`config.mk`:
```
export PLATFORM = sky130hd
export DESIGN_NAME = uart_rx_frame
export DESIGN_NICKNAME = d
export VERILOG_FILES = /design/src/rtl/uart_pkg.sv /design/src/rtl/uart_rx_sync.sv /design/src/rtl/uart_rx_frame.sv
export SDC_FILE = /design/constraint.sdc
export NUM_CORES = 1
export LEC_CHECK = 0
export CORE_ASPECT_RATIO = 0.8
export CORE_MARGIN = 2
export CORE_UTILIZATION = 55
export DETAILED_ROUTE_END_ITERATION = 10
export DONT_BUFFER_PORTS = 1
export MAX_ROUTING_LAYER = met4
export PLACE_DENSITY = 0.7
export SETUP_SLACK_MARGIN = 0.2
export SYNTH_ARGS = -nofsm -noshare
export SYNTH_HDL_FRONTEND = slang
export SYNTH_HIERARCHICAL = 1
export SYNTH_SLANG_ARGS = --single-unit
```
`constraint.sdc`:
```
create_clock -name clk -period 1.6 [get_ports clk]
set_input_delay 0 -clock clk [delete_from_list [all_inputs] [get_ports clk]]
set_output_delay 0 -clock clk [all_outputs]
set_load 0.005 [all_outputs]
```
`src/rtl/uart_pkg.sv`:
```
// Shared UART definitions: receiver state encoding and line idle level.
package uart_pkg;

    typedef enum logic [2:0] {
        ST_IDLE   = 3'd0,
        ST_START  = 3'd1,
        ST_DATA   = 3'd2,
        ST_PARITY = 3'd3,
        ST_STOP   = 3'd4
    } uart_state_t;

    localparam logic UART_IDLE_LEVEL = 1'b1;

endpackage : uart_pkg

```
`src/rtl/uart_rx_sync.sv`:
```
// RX line synchroniser plus falling-edge (start bit) detector.
// Flops reset to the idle level so reset release never looks like a start edge.
module uart_rx_sync
    import uart_pkg::*;
#(
    parameter int unsigned SYNC_STAGES = 2
) (
    input  logic clk,
    input  logic rst_n,
    input  logic rs232_rx,
    output logic rx_s,
    output logic start_edge
);

    logic [SYNC_STAGES-1:0] r_sync;
    logic                   r_rx_d;

    // Metastability chain followed by one delay flop for edge detection.
    always_ff @(posedge clk or negedge rst_n) begin
        if (!rst_n) begin
            r_sync <= {SYNC_STAGES{UART_IDLE_LEVEL}};
            r_rx_d <= UART_IDLE_LEVEL;
        end else begin
            r_sync <= {r_sync[SYNC_STAGES-2:0], rs232_rx};
            r_rx_d <= r_sync[SYNC_STAGES-1];
        end
    end

    assign rx_s       = r_sync[SYNC_STAGES-1];
    assign start_edge = r_rx_d & ~rx_s;

endmodule : uart_rx_sync

```
`src/rtl/uart_rx_frame.sv`:
```
// UART frame receiver: start detect, baud request, mid-bit sampling, byte delivery.
// Optional even-parity bit enabled by defining UART_RX_PARITY_EN.
module uart_rx_frame
    import uart_pkg::*;
#(
    parameter int unsigned DATA_BITS   = 8,
    parameter int unsigned SYNC_STAGES = 2
) (
    input  logic                 clk,
    input  logic                 rst_n,
    input  logic                 rs232_rx,
    input  logic                 clk_bps,
    output logic                 bps_start,
    output logic [DATA_BITS-1:0] rx_data,
    output logic                 rx_int,
    output logic                 rx_valid,
    output logic                 frame_err,
    output logic                 parity_err
);

    localparam int unsigned CNT_W = $clog2(DATA_BITS + 1);

    logic w_rx_s;
    logic w_start_edge;

    uart_rx_sync #(
        .SYNC_STAGES (SYNC_STAGES)
    ) u_sync (
        .clk        (clk),
        .rst_n      (rst_n),
        .rs232_rx   (rs232_rx),
        .rx_s       (w_rx_s),
        .start_edge (w_start_edge)
    );

    uart_state_t          r_state,     w_state_nxt;
    logic [CNT_W-1:0]     r_bit_cnt,   w_bit_cnt_nxt;
    logic [DATA_BITS-1:0] r_shift,     w_shift_nxt;
    logic [DATA_BITS-1:0] r_rx_data,   w_rx_data_nxt;
    logic                 r_busy,      w_busy_nxt;
    logic                 r_rx_valid,  w_rx_valid_nxt;
    logic                 r_frame_err, w_frame_err_nxt;
`ifdef UART_RX_PARITY_EN
    logic                 r_par_bit,    w_par_bit_nxt;
    logic                 r_parity_err, w_parity_err_nxt;
`endif

    // State and output registers; everything visible outside is registered here.
    always_ff @(posedge clk or negedge rst_n) begin
        if (!rst_n) begin
            r_state      <= ST_IDLE;
            r_bit_cnt    <= '0;
            r_shift      <= '0;
            r_rx_data    <= '0;
            r_busy       <= 1'b0;
            r_rx_valid   <= 1'b0;
            r_frame_err  <= 1'b0;
`ifdef UART_RX_PARITY_EN
            r_par_bit    <= 1'b0;
            r_parity_err <= 1'b0;
`endif
        end else begin
            r_state      <= w_state_nxt;
            r_bit_cnt    <= w_bit_cnt_nxt;
            r_shift      <= w_shift_nxt;
            r_rx_data    <= w_rx_data_nxt;
            r_busy       <= w_busy_nxt;
            r_rx_valid   <= w_rx_valid_nxt;
            r_frame_err  <= w_frame_err_nxt;
`ifdef UART_RX_PARITY_EN
            r_par_bit    <= w_par_bit_nxt;
            r_parity_err <= w_parity_err_nxt;
`endif
        end
    end

    // Next-state and next-output logic; clk_bps only matters once a frame is active.
    always_comb begin
        w_state_nxt      = r_state;
        w_bit_cnt_nxt    = r_bit_cnt;
        w_shift_nxt      = r_shift;
        w_rx_data_nxt    = r_rx_data;
        w_busy_nxt       = r_busy;
        w_rx_valid_nxt   = 1'b0;
        w_frame_err_nxt  = r_frame_err;
`ifdef UART_RX_PARITY_EN
        w_par_bit_nxt    = r_par_bit;
        w_parity_err_nxt = r_parity_err;
`endif
        case (r_state)
            ST_IDLE: begin
                if (w_start_edge) begin
                    w_state_nxt = ST_START;
                    w_busy_nxt  = 1'b1;
                end
            end
            ST_START: begin
                if (clk_bps) begin
                    if (w_rx_s) begin
                        w_state_nxt = ST_IDLE;
                        w_busy_nxt  = 1'b0;
                    end else begin
                        w_state_nxt   = ST_DATA;
                        w_bit_cnt_nxt = '0;
                    end
                end
            end
            ST_DATA: begin
                if (clk_bps) begin
                    w_shift_nxt   = {w_rx_s, r_shift[DATA_BITS-1:1]};
                    w_bit_cnt_nxt = r_bit_cnt + CNT_W'(1);
                    if (r_bit_cnt == CNT_W'(DATA_BITS - 1)) begin
`ifdef UART_RX_PARITY_EN
                        w_state_nxt = ST_PARITY;
`else
                        w_state_nxt = ST_STOP;
`endif
                    end
                end
            end
`ifdef UART_RX_PARITY_EN
            ST_PARITY: begin
                if (clk_bps) begin
                    w_par_bit_nxt = w_rx_s;
                    w_state_nxt   = ST_STOP;
                end
            end
`endif
            ST_STOP: begin
                if (clk_bps) begin
                    w_rx_data_nxt    = r_shift;
                    w_frame_err_nxt  = ~w_rx_s;
`ifdef UART_RX_PARITY_EN
                    w_parity_err_nxt = ^{r_shift, r_par_bit};
`endif
                    w_rx_valid_nxt   = 1'b1;
                    w_busy_nxt       = 1'b0;
                    w_state_nxt      = ST_IDLE;
                end
            end
            default: begin
                w_state_nxt = ST_IDLE;
                w_busy_nxt  = 1'b0;
            end
        endcase
    end

    assign bps_start = r_busy;
    assign rx_int    = r_busy;
    assign rx_valid  = r_rx_valid;
    assign rx_data   = r_rx_data;
    assign frame_err = r_frame_err;
`ifdef UART_RX_PARITY_EN
    assign parity_err = r_parity_err;
`else
    assign parity_err = 1'b0;
`endif

endmodule : uart_rx_frame

```
## Word level (Yosys, flattened, before mapping)

Cells that the tools add are included.

- Bitwise gates (word level): 3
- Reduce and logical (&&, ||, !) cells: 7
- Equality and inequality tests: 11
- Add/subtract/negate cells: 1
- Multiplexer cells: 18

Operators by type and width:

| cell | count |
|---|---|
| 3-bit 2-to-1 mux | 5 |
| 4-bit 2-to-1 mux | 3 |
| 3-bit case mux with 4 select lines | 1 |
| 2-bit != test, second input constant | 5 |
| 5-bit AND reduction | 2 |
| 4-bit case mux with 2 select lines | 1 |
| 1-bit 2-to-1 mux | 6 |
| 4-bit by 1-bit adder with 4-bit output, second input constant | 1 |
| 4-bit by 3-bit == test with 1-bit output, second input constant | 1 |
| 2-bit by 1-bit != test with 1-bit output, second input constant | 2 |
| 1-bit case mux with 4 select lines | 1 |
| 2-bit AND reduction | 2 |
| 4-bit AND reduction | 1 |
| 3-bit by 1-bit == test with 1-bit output, second input constant | 1 |
| 3-bit by 2-bit == test with 1-bit output, second input constant | 1 |
| 3-bit == test, second input constant | 1 |
| 3-bit zero test | 1 |
| 2-bit 2-to-1 mux | 1 |
| 1-bit NOT | 2 |
| 2-bit nonzero test | 1 |
| 1-bit bitwise AND | 1 |

- Output and inout bits: 13
- Bits in registers: 29
- Word-level logic and storage cells: 49
- Bits of input ports: 4

## Depth between registers and ports, before layout

- Depth in word-level cells: 4
- Depth in mapped cells: 5
- Depth with buffers taken out: 4

## Hierarchy

The synthesis kept the hierarchy.

Modules (own cells, without submodules):

| module | cells an instance | area an instance (µm²) | times used | seq. area each (µm²) |
|---|---|---|---|---|
| uart_rx_frame | 86 | 1194.9 | 1 | 650.6 |
| uart_rx_sync | 4 | 92.6 | 1 | 78.8 |

## Worst setup path before layout

OpenSTA, ideal clock, no wires.

- Path type: reg-to-reg
- Start point: register r_state[0]
- End point: register r_rx_data[0] (netlist: rx_data[0])
- Data arrival time: 1.215 ns
- Buffers on the path: 2
- Period minus slack after synthesis: 1.340 ns
- Setup slack: 0.260 ns
- Stages on the path, launching flop included: 6
- Library setup time: 0.125 ns
- Cells stage by stage: dfrtp_1 buf_6 nor2_2 and3_4 buf_6 mux2_4

- Word-level cells in the longest chain between the ends: 2

RTL lines:

| what | RTL line | source |
|---|---|---|
| start: declaration | uart_rx_frame.sv:36 | `uart_state_t r_state, w_state_nxt;` |
| start signal: assignment | uart_rx_frame.sv:63 | `r_state <= w_state_nxt;` |
| 3-bit == test | uart_rx_frame.sv:90 | `case (r_state)` |
| 2-bit AND reduction (no line) | n/a |  |
| end signal: assignment | uart_rx_frame.sv:66 | `r_rx_data <= w_rx_data_nxt;` |
| end: declaration | uart_rx_frame.sv:39 | `logic [DATA_BITS-1:0] r_rx_data, w_rx_data_nxt;` |

Every way passes these cells.
A chain may end at the register's enable or synchronous reset.

## Worst setup path in the final report

- Start point: register r_state[1]
- End point: register r_bit_cnt[3]

- Word-level cells in the longest chain between the ends: 3
- Elaborated cells between the ends (all ways): 8

RTL lines:

| what | RTL line | source |
|---|---|---|
| 3-bit by 1-bit == test with 1-bit output / 3-bit by 2-bit == test with 1-bit output (equally long branches) | uart_rx_frame.sv:90 |  |
| 2-bit != test (no line) / 2-bit nonzero test (equally long branches) | n/a |  |
| 4-bit AND reduction (no line) | n/a |  |
| end signal: assignment | uart_rx_frame.sv:64 | `r_bit_cnt <= w_bit_cnt_nxt;` |
| end: declaration | uart_rx_frame.sv:37 | `logic [CNT_W-1:0] r_bit_cnt, w_bit_cnt_nxt;` |

Parallel ways exist; a longest one is shown, timed or not.

==> flow_metrics.tcl <==
set metrics [dict create \
    clkPwrFrac_pct 24.3 \
    seq_area_frac_synth_pct 56.7 \
    fin_nets 105 \
    cts_tree "yes" \
    p_int_uw 1400 \
    crit_type "flop to flop" \
    p_total_uw 2010 \
    p_sw_uw 615 \
    required_ns 1.80 \
    cp_num_cells 3 \
    cp_slowest_cell "dfrtp_2" \
    status "complete, no violations" \
    place_ws_ns 0.170 \
    dr.pass1.iters 4 \
    dp_hpwl_um 1360 \
    syn-instance-count 90 \
    instances_no_fill 126 \
    ir_drop_v 0.000890 \
    period_minus_slack_ns 1.36 \
    end_kind "flop" \
    die-height_um 47.3 \
    syn_to_final_growth_pct 11.6 \
    fin_crit_sh_pct 84.8 \
    maxCapViolCount 0 \
    io_pins 17 \
    leakage_uw 0.000668 \
    start_util_pct 59.1 \
    cts-htree-levels 2 \
    hold_path_class "input port to flop" \
    drc 0 \
    clk_pin_slew_ns 0.08 \
    pwr-share-seq_pct 52.2 \
    via_per_inst 5.81 \
    synth_area_um2 1290 \
    rows 15 \
    clock_sink_count 29 \
    slew_violations 0 \
    mostFrequentLayoutCells "24 x dfrtp_1, 8 x mux2_4, 8 x mux2_2" \
    yosysWarningCount 6 \
    path_delay_family "compound AO/OA/AOI/OAI gates" \
    stdcell_area_um2 1440 \
    grt_pass1_vias 687 \
    gr-total-overflow 0 \
    die_x_um 58.1 \
    die_area_um2 2750 \
    place_inst 110 \
    crit_chain "nor2_1 -> a31oi_2 -> a221o_1" \
    cp_max_fo 8 \
    crit_buf_inv 0 \
    cts_buffers 5 \
    grt_pass1_wl_um 3330 \
    pwr_density_cell_nw_per_um2 1400 \
    ant_nets 0 \
    critical_path_arrival_ns 1.55 \
    setup_ws_ns 0.243 \
    synth_area_per_cell_um2 14.3 \
    drt-total-wl_um 2140 \
    drt-initial-drc-count 13 \
    n_antenna_cell 0 \
    gp_congestion 0.807 \
    r2r_cells 3 \
    clk_path_buf_depth 2 \
    startpoint_type "flop" \
    drive_gt1_share_pct 40.6 \
    pwr-share-comb_pct 23.5 \
    crit_path_max_incr_delay_ns 0.48 \
    finalHoldViolations 0 \
    tns_ns 0 \
    insertion_delay_ns 0.31 \
    portBuffers 0 \
    grt_max_degree 30 \
    finClkSkew_ns 0.0114 \
    ys_types 35 \
    fillCellCount 163 \
    swShare_pct 30.6 \
    fmaxAchievable_mhz 737 \
    cts-root-buf "clkbuf_4" \
    setup_viol 0 \
    ys_ff_latch 29 \
    avgRoutedWirePerCell_um 17.0 \
    mostFrequentLayoutCell "dfrtp_1" \
    syn_nets 95 \
    core_um2 2180 \
    postPlaceCellArea_um2 1270 \
    track_usage_pct 18.0 \
    antenna_found_initial 0 \
    rsz0062_at_grt "no" \
    min_path_cells 3 \
    vias 732 \
]
==> per-stage QoR <==
step                hold slack [ns]  util (%)
floorplan                    -0.296         -
global placement             -0.295      58.5
detailed placement           -0.295      58.5
CTS                          0.0276      64.1
global route                 0.0333      66.0
finish                       0.0379      66.0
==> layer usage <==
metal / part of all wire (%) / wire length [um] / up-vias / GRT usage [%]
met1: 49 / 1060 / 371 / 23.7
met4: 0.47 / 10 / 0 / 8.37
met3: 4.4 / 95 / 2 / 7.16
li1: - / - / 340 / -
met5: 0 / 0 / - / -
met2: 46 / 975 / 19 / 24.3
==> power groups by stage <==
stage	Clock (uW)	Sequential (uW)	Combinational, uW
after global routing	541	1070	527
after global placement	0	1060	341
final	488	1050	473
after detailed placement	0	1080	353
after CTS	506	1070	383
after floorplan	0	969	423
==> synth_stat cells, drive strengths merged <==
cell      n  area (um^2)
dfrtp    26          651
mux2     16          210
buf       6         52.6
nor2      5         28.8
dfstp     3         78.8
inv       3         11.3
a22o      2         17.5
a31oi     2         12.5
mux2i     2         20.0
nand4b    2         17.5
nor2b     2         20.0
nor4      2         12.5
xnor2     2         17.5
a21oi     1         5.00
a221o     1         10.0
a32oi     1         8.76
and2      1         6.26
and3      1         11.3
conb      1         3.75
ha        1         12.5
nand2     1         3.75
nand3     1         5.00
nand3b    1         20.0
nor3      1         5.00
nor3b     1         7.51
nor4b     1         8.76
o211ai    1         7.51
o21a      1         7.51
o2bb2ai   1         8.76
or2       1         6.26
==> layout make-up <==
class                           instances  area [um^2]  share of cell area [%]
Tap cell                               25         31.3                    2.18
Sequential cell                        29          732                    51.0
Timing Repair Buffer                    8         80.1                    5.57
Clock buffer                            7         65.1                    4.53
Clock inverter                          1         5.00                   0.348
Inverter                                3         11.3                   0.784
Multi-Input combinational cell         53          512                    35.6
==> worst register-to-register path: stages, from the launching register on <==
cell and delay [ns]:
dfrtp_2 0.48, nor2_1 0.23, a31oi_2 0.17, a221o_1 0.37
==> sequential cells by signal (all words and copies together), names as in the netlist <==
register       flops
rx_data            8
r_shift            8
u_sync/r_rx_d      1
r_bit_cnt          4
bps_start          1
u_sync/r_sync      2
frame_err          1
rx_valid           1
r_state            3
==> timing repair <==
action	in CTS	in global routing
resized for setup	2	2
hold endpoints to repair	35	0
cloned	0	1
setup buffers	0	3
pin swaps	0	1
hold buffers	4	0
endpoints found under the setup margin	16	17
==> kinds of logic (layout without fill, tap and decap cells) <==
family          count (synthesis)  after routing  synth area share, %
xor+xnor                        2              2                 1.36
fa+ha+maj                       1              1                0.972
flops                          29             29                 56.7
other cells                     1              1                0.291
mux                            18             18                 17.9
simple gates                   20             21                 11.9
buf+inv                         9             19                 4.96
compound gates                 10             10                 6.03
==> path summary, 6_finish.rpt <==
check / start / endpoint / slack, ns
worst min-delay path: clk_bps / r_bit_cnt[2]$_DFFE_PN0P_ / 0.04
worst min register to register: u_sync/r_sync[0]$_DFF_PN1_ / u_sync/r_sync[1]$_DFF_PN1_ / 0.36
worst max-delay path: r_state[1]$_DFFE_PN0P_ / r_bit_cnt[3]$_DFFE_PN0P_ / 0.24
max in group asynchronous: rst_n / u_sync/r_sync[0]$_DFF_PN1_ / 1.23
min in group asynchronous: rst_n / rx_valid$_DFF_PN0_ / 0.13
worst max register to register: r_state[1]$_DFFE_PN0P_ / r_bit_cnt[3]$_DFFE_PN0P_ / 0.24
Note: power is estimated with default switching activity, not from simulation.
